<file path="config.mk">
export PLATFORM = sky130hd
export DESIGN_NAME = fifo_scheduler
export DESIGN_NICKNAME = d
export VERILOG_FILES = /design/src/rtl/fifo_sched_pkg.sv /design/src/rtl/rr_arbiter2.sv /design/src/rtl/fifo_scheduler.sv
export SDC_FILE = /design/constraint.sdc
export NUM_CORES = 1
export LEC_CHECK = 0
export ABC_CLOCK_PERIOD_IN_PS = 1450
export BUFFER_PORTS_ARGS = -buffer_cell sky130_fd_sc_hd__buf_2
export CORE_AREA = 2 2 48 50
export DETAILED_ROUTE_END_ITERATION = 16
export DIE_AREA = 0 0 50 52
export GPL_ROUTABILITY_DRIVEN = 0
export GPL_TIMING_DRIVEN = 0
export PLACE_DENSITY_LB_ADDON = 0.3
export SYNTH_ARGS = -nofsm -noshare
export SYNTH_HDL_FRONTEND = slang
export SYNTH_SLANG_ARGS = --single-unit
</file>
<file path="constraint.sdc">
create_clock -name clk -period 1.45 [get_ports clk]
set_input_delay 0.29 -clock clk [delete_from_list [all_inputs] [get_ports clk]]
set_output_delay 0.29 -clock clk [all_outputs]
set_load 0.1 [all_outputs]
</file>
<file path="src/rtl/fifo_sched_pkg.sv">
// fifo_sched_pkg: shared states, requester select and sizes for the FIFO scheduler.
package fifo_sched_pkg;
  typedef enum logic {STREAM, BLOCK} state_e;
  typedef enum logic {SEL_A, SEL_B} sel_e;
  localparam int FIFO_DEPTH  = 16;
  localparam int BLOCK_BYTES = 16;
  localparam int BLOCK_WIDTH = 128;
endpackage

</file>
<file path="src/rtl/rr_arbiter2.sv">
// rr_arbiter2: two-requester round-robin grant; preference moves to the other side after each transfer.
module rr_arbiter2
  import fifo_sched_pkg::*;
(
  input  logic clk,
  input  logic reset,
  input  logic req_a,
  input  logic req_b,
  input  logic xfer_a,
  input  logic xfer_b,
  output logic gnt_a,
  output logic gnt_b
);
  sel_e rr_q, rr_d;
  always_ff @(posedge clk or negedge reset)
    if (!reset) rr_q <= SEL_A;
    else rr_q <= rr_d;
  // each grant looks only at the other requester, so a ready never depends on its own valid
  always_comb begin
    rr_d  = xfer_a ? SEL_B : xfer_b ? SEL_A : rr_q;
    gnt_a = rr_q == SEL_A || !req_b;
    gnt_b = rr_q == SEL_B || !req_a;
  end
endmodule

</file>
<file path="src/rtl/fifo_scheduler.sv">
// fifo_scheduler: round-robin A/B byte writes into a 16-entry FIFO and valid/ready streaming of its head.
// Defining FIFO_SCHED_BLOCK_EN adds a 128-bit block load serialized into 16 byte writes.
module fifo_scheduler
  import fifo_sched_pkg::*;
#(
  parameter int DATA_SIZE      = 8,
  parameter int ADDR_SPACE_EXP = 4
) (
  input  logic                    clk,
  input  logic                    reset,
  input  logic                    a_valid,
  input  logic [DATA_SIZE-1:0]    a_data,
  output logic                    a_ready,
  input  logic                    b_valid,
  input  logic [DATA_SIZE-1:0]    b_data,
  output logic                    b_ready,
`ifdef FIFO_SCHED_BLOCK_EN
  input  logic                    blk_valid,
  input  logic [BLOCK_WIDTH-1:0]  blk_data,
  output logic                    blk_ready,
`endif
  output logic                    out_valid,
  output logic [DATA_SIZE-1:0]    out_data,
  input  logic                    out_ready,
  output logic                    fifo_write,
  output logic                    fifo_read,
  output logic [DATA_SIZE-1:0]    fifo_wdata,
  input  logic [DATA_SIZE-1:0]    fifo_rdata,
  input  logic                    fifo_full,
  input  logic                    fifo_empty,
  output logic [ADDR_SPACE_EXP:0] occupancy
);
  logic gnt_a, gnt_b, ab_en, a_xfer, b_xfer, blk_wr;
  logic [DATA_SIZE-1:0] blk_byte;
  logic [ADDR_SPACE_EXP:0] occ_q, occ_d;

  rr_arbiter2 u_arb (
    .clk(clk), .reset(reset), .req_a(a_valid), .req_b(b_valid),
    .xfer_a(a_xfer), .xfer_b(b_xfer), .gnt_a(gnt_a), .gnt_b(gnt_b)
  );

`ifdef FIFO_SCHED_BLOCK_EN
  state_e state_q, state_d;
  logic [3:0] cnt_q, cnt_d;
  logic [BLOCK_WIDTH-1:0] hold_q, hold_d;
  logic blk_take;
  always_ff @(posedge clk or negedge reset)
    if (!reset) begin
      state_q <= STREAM;
      cnt_q   <= '0;
      hold_q  <= '0;
    end else begin
      state_q <= state_d;
      cnt_q   <= cnt_d;
      hold_q  <= hold_d;
    end
  always_comb begin
    state_d = state_q;
    cnt_d   = cnt_q;
    hold_d  = hold_q;
    if (blk_take) begin
      state_d = BLOCK;
      cnt_d   = '0;
      hold_d  = blk_data;
    end else if (blk_wr) begin
      cnt_d   = cnt_q + 4'd1;
      state_d = cnt_q == 4'(BLOCK_BYTES - 1) ? STREAM : BLOCK;
    end
  end
  // a block is only taken into a truly empty FIFO, so its 16 bytes always fit
  always_comb begin
    blk_ready = reset && state_q == STREAM && fifo_empty && occ_q == '0;
    blk_take  = blk_valid && blk_ready;
    blk_wr    = reset && state_q == BLOCK && !fifo_full;
    blk_byte  = hold_q[{cnt_q, 3'b000} +: DATA_SIZE];
    ab_en     = state_q == STREAM && !blk_take;
  end
`else
  assign blk_wr   = 1'b0;
  assign blk_byte = '0;
  assign ab_en    = 1'b1;
`endif

  assign a_ready = reset && ab_en && !fifo_full && gnt_a;
  assign b_ready = reset && ab_en && !fifo_full && gnt_b;
  assign a_xfer  = a_valid && a_ready;
  assign b_xfer  = b_valid && b_ready;

  always_comb begin
    fifo_write = a_xfer || b_xfer || blk_wr;
    fifo_wdata = blk_wr ? blk_byte : a_xfer ? a_data : b_data;
    out_valid  = !fifo_empty;
    out_data   = fifo_rdata;
    fifo_read  = reset && out_valid && out_ready;
    occ_d      = fifo_write && !fifo_read ? occ_q + 1'b1 :
                 fifo_read && !fifo_write ? occ_q - 1'b1 : occ_q;
  end

  always_ff @(posedge clk or negedge reset)
    if (!reset) occ_q <= '0;
    else occ_q <= occ_d;

  assign occupancy = occ_q;
endmodule

</file>
======== Yosys cells after proc, flatten, opt, wreduce, memory -nomap -nowiden ========
Index checks and enable logic that the tools add are counted.
storage, ports and cells
  register bits ........................... 6
  bits in latches ......................... 0
  memory bits (writable) .................. 0
  memory bits (read-only) ................. 0
  output and inout bits ................... 26
  logic and storage cells ................. 30
  memories ................................ 0
operators by class
  add/subtract/negate cells ............... 2
  $mul .................................... 0
  div/mod/pow operators ................... 0
  magnitude comparators ................... 0
  equality and inequality tests ........... 0
  shift operators ......................... 0
  multiplexer cells ....................... 5
  bitwise logic cells ..................... 1
  reduce and logical (&&, ||, !) cells .... 20
operator list
  kind                   number
  $mux W5                2
  $logic_and A1 B1 Y1    9
  $mux W8                1
  $logic_not A1 Y1       6
  $add A5 B1 Y5 const B  1
  $sub A5 B1 Y5 const B  1
  $reduce_bool A2 Y1     2
  $logic_or A1 B1 Y1     3
  $mux W1                2
  $not A1 Y1             1

======== Depth between registers and ports, before layout ========
  depth after elaboration ................. 9
  mapped depth ............................ 8

======== By module ========
Synthesis repeated with hierarchy kept, for this count alone.
second synthesis, totals
  cells, all modules ...................... 68
  area, all modules ....................... 629.4 sq um
by module, submodules not included
  module          times used  cells each  area each (sq um)
  fifo_scheduler  1           63          583.1
  rr_arbiter2     1           5           46.3

======== Least setup slack after synthesis ========
Ideal clock, no wire load.
  kind .................................... in2reg
  start point ............................. in fifo_full
  end point ............................... reg occ_q[4] (netlist: occupancy[4])
  library setup time ...................... 131 ps
  arrival ................................. 3,322 ps
  data required time ...................... 1,319 ps
  slack ................................... -2,003 ps
  stages .................................. 8
  path through ............................ nand2b_4 nor2_1 ha_1 inv_1 ha_1 or4_1 o211ai_1 o211ai_1
on the way
  word-level cells in the longest chain between the ends .. 8
  elaborated cells between the ends (all ways) .. 12
  classes of those cells .................. mux: 1; reduce/logical: 11
RTL lines
  item                                    line                                        text
  from (decl)                             fifo_scheduler.sv:29                        input logic fifo_full,
  $logic_not A1 Y1 (*)                    fifo_scheduler.sv:84, fifo_scheduler.sv:85
  $logic_and A1 B1 Y1 (*)                 fifo_scheduler.sv:84, fifo_scheduler.sv:85
  $logic_and A1 B1 Y1 (on tied branches)  fifo_scheduler.sv:84, fifo_scheduler.sv:85
  $logic_and A1 B1 Y1 (on tied branches)  fifo_scheduler.sv:86, fifo_scheduler.sv:87
  $logic_or A1 B1 Y1 (*)                  fifo_scheduler.sv:90                        fifo_write = a_xfer || b_xfer || blk_wr;
  via fifo_write                          fifo_scheduler.sv:25                        output logic fifo_write,
  $logic_not A1 Y1                        fifo_scheduler.sv:96                        fifo_read && !fifo_write ? occ_q - 1'b1 : occ_q;
  $logic_and A1 B1 Y1                     fifo_scheduler.sv:96
  $reduce_bool A2 Y1 (no line)            n/a
  to (signal assigned)                    fifo_scheduler.sv:100                       if (!reset) occ_q <= '0;
  to (signal assigned)                    fifo_scheduler.sv:101                       else occ_q <= occ_d;
  to (decl)                               fifo_scheduler.sv:35                        logic [ADDR_SPACE_EXP:0] occ_q, occ_d;
Mark *: on every way through the listed nets, which the timed path passes. The rest lies on a longest branch.
A chain may end at the register's enable or synchronous reset.

======== Worst setup path in the final report ========
  start point ............................. reg u_arb.rr_q
  end point ............................... out fifo_wdata[2]
on the way
  word-level cells in the longest chain between the ends .. 5
RTL lines
  item                    line                  text
  from (decl)             rr_arbiter2.sv:14     sel_e rr_q, rr_d;
  from (signal assigned)  rr_arbiter2.sv:17     else rr_q <= rr_d;
  $not A1 Y1              rr_arbiter2.sv:21     gnt_a = rr_q == SEL_A || !req_b;
  $logic_or A1 B1 Y1      rr_arbiter2.sv:21
  $logic_and A1 B1 Y1     fifo_scheduler.sv:84  assign a_ready = reset && ab_en && !fifo_full && gnt_a;
  $logic_and A1 B1 Y1     fifo_scheduler.sv:86  assign a_xfer = a_valid && a_ready;
  $mux W8                 fifo_scheduler.sv:91  fifo_wdata = blk_wr ? blk_byte : a_xfer ? a_data : b_data;
  to (decl)               fifo_scheduler.sv:27  output logic [DATA_SIZE-1:0] fifo_wdata,
Every way passes these cells.

==> summary.txt <==
Final setup margin: -0.3741 ns
Tmin final: 1.824 ns
Drt via density: 4.741
FF-to-FF setup slack: -0.03 ns
HPWL Detailed: 1402 um
Crit path max fanout: 9
Final setup violation count: 10
Clock Pin Slew Worst Setup and Hold Paths: 0.05 ns
Io pins: 57
Post-synthesis cell area: 655.6 um2
Routed length per placed instance: 13.18 um
GRT overflow: 0
Horiz. Die Dim: 50 um
GRT Total Usage: 16.07%
Ys async rst share: 100.0%
Placed Cells: 144
Chip Height: 52 um
Fin Clk Skew: 0.001924 ns
Share of cells above drive strength 1: 74.62%
Failing checks: negative setup slack
Reg2Reg Depth: 4
Worst EP required: 1.16 ns
Vias: 749
ANT cells: 0
Status: finished with violations
FF-to-FF End: occupancy[4]
Cell Rows: 17
First-pass detailed-route iteration total: 4
Unique cell type count in the Yosys netlist: 25
Fin util: 63.40%
CP Capture Point: fifo_wdata[2]
Sequential fraction of the synthesis area: 22.90%
First-pass GRT wire length: 3153 um
Crit Path Category: reg -> out
Post-route DRC: 0
Largest area contributor in the synthesized netlist: dfrtp_1
Die area: 0.002600 mm2
Number of synthesized flops with an enable pin: 0
Synth Register Bits: 6
Worst slew pin tran: 0.4883 ns
Top cells by count, synth: 8 x buf_4, 8 x mux2_4, 6 x a21oi_1, 6 x dfrtp_1, 6 x inv_1
Fin cells: 158
Fin Hold WS: 0.4905 ns
H-tree Lvls: 1
Post-Route WL: 2082 um
Num CTS Buffers: 3
Crit end category: primary output
Ys flop type: dfrtp_1
Pwr dens: 1674 mW/mm2
Worst VDD drop: 1.407 mV
Comb pwr share: 78.1%
Post-route ant nets: 0
Max_cap viols: 0
Crit share post-route: 125.8%
Clock latency on the worst-skew pair: 0.24 ns
Vias in the first global route: 721
Clock Path Buffers: 2
Synthesized area per cell: 9.642 um2
Iteration-0 DRC Markers: 5
LEAKAGE: 0.6501 nW
Core ar.: 0.002106 mm2
Synth Instances: 68
I/O Buffers: 48
Internal Pwr Total: 0.9378 mW
Clock tree root driver cell: clkbuf_4
RSZ-0062 raised after global routing: true
Worst Setup SP: u_arb.rr_q
Leading post-synthesis cells by cell area: dfrtp_1 23%, mux2_4 18%, buf_4 9.2%
P&R area growth vs syn: 103.6%
Register share of total power: 15.0%
Relative slew margins: 67.67%
Startpoint types: flip-flop
R2R Path Start: occupancy[0]
Psw: 1.297 mW
Hold Fails Final Rpt: 0
Slew Limit Fails: 0
Warnings, synthesis: 0
Net count, final: 168
Max Freq: 0.5482 GHz
CTS tree: done
Clock sink count: 6
Largest net degree at the start of global routing: 11
Clk pwr share: 6.9%
Sw Share: 58.03%
Synth top area share: 22.90%
Crit path arrival time: 1.53 ns
Synthesized net count: 104
Class of the worst hold path: in -> async
Antenna violations before repair: 0
Initial core utilization: 31.13%
-- layout make-up --
type                            instances  area [um2]
Fill cell                             181       770.7
Multi-Input combinational cell         46       514.2
Timing Repair Buffer                   59       495.5
Sequential cell                         6       150.1
Buffer                                 10       82.58
Inverter                                6       35.03
Tap cell                               28       35.03
Clock buffer                            3       22.52
-- registers in the layout (all words and copies together) (netlist names) --
register,count
occupancy,5
u_arb.rr_q,1
-- per-layer routing --
metal / GRT usage [%] / share of wire [%] / up-vias
met2: 30.48 / 53 / 48
met1: 15.85 / 34 / 338
li1: - / - / 363
met4: 2.778 / 0 / 0
met3: 7.759 / 12 / 0
met5: 0 / 0 / -
-- cell families after synthesis --
group	Yosys count	share of synthesized area, %
buf+inv	16	15.08
flops	6	22.90
compound gates	13	12.21
mux	10	21.57
fa+ha+maj	5	10.69
simple gates	16	14.88
xor+xnor	2	2.672
-- power groups by stage --
stage,Clock (mW),Sequential (mW),Combinational (mW)
2_1_floorplan,0,0.818,0.691
3_3_place_gp,0,0.328,1.39
3_5_place_dp,0,0.336,1.40
4_1_cts,0.162,0.338,1.67
5_1_grt,0.168,0.348,1.83
6_report,0.155,0.335,1.75
-- metrics by stage --
step | setup slack, ns | power (mW) | setup TNS (ns) | cell area (um2)
2_1_floorplan | -0.8443 | 1.509 | -5.440 | 716.9
3_3_place_gp | -0.6353 | 1.716 | -5.857 | 992.2
3_5_place_dp | -0.6774 | 1.738 | -6.372 | 992.2
4_1_cts | -0.3812 | 2.170 | -3.504 | 1277
5_1_grt | -0.4185 | 2.350 | -3.771 | 1335
6_report | -0.3741 | 2.235 | -3.303 | 1335
-- worst max-delay path, cell delays in order, from the launching register on --
cell and delay (ns):
dfrtp_1 0.37, a211o_1 0.27, buf_6 0.16, mux2_4 0.32
buf_12 0.17
-- worst min path at each step --
| stage | startpoint | to | cells past startpoint |
|---|---|---|---|
| detailed placement | reset | occupancy[3] | 1 |
| floorplan | reset | occupancy[0] | 0 |
| global placement | reset | occupancy[3] | 1 |
| finish | reset | occupancy[1] | 2 |
| CTS | reset | occupancy[3] | 2 |
| global route | reset | occupancy[4] | 2 |
-- repair_timing --
action                                  4_1_cts  5_1_grt
gates cloned                                  0        0
endpoints found under the setup margin       16       15
setup buffers                                 9        3
pin swaps                                    11        4
hold buffers                                  1        0
endpoints found under the hold margin         6        0
resized for setup                            48       11
-- cells in the final DEF (no fill, tap or decap), types with 2 or more instances in the layout --
| master | n |
|---|---|
| buf_2 | 34 |
| buf_4 | 17 |
| buf_12 | 9 |
| mux2_4 | 8 |
| buf_6 | 6 |
| dfrtp_1 | 6 |
| clkbuf_4 | 4 |
| inv_1 | 3 |
| a21oi_1 | 3 |
| o21ai_0 | 3 |
| ha_4 | 3 |
| nor2_4 | 2 |
| clkinvlp_4 | 2 |
| nand3_4 | 2 |
| a21oi_2 | 2 |
| nor3b_1 | 2 |
| nand2_1 | 2 |
| o211ai_1 | 2 |
| xnor2_1 | 2 |
No activity file was read; power rests on OpenSTA's default activity.
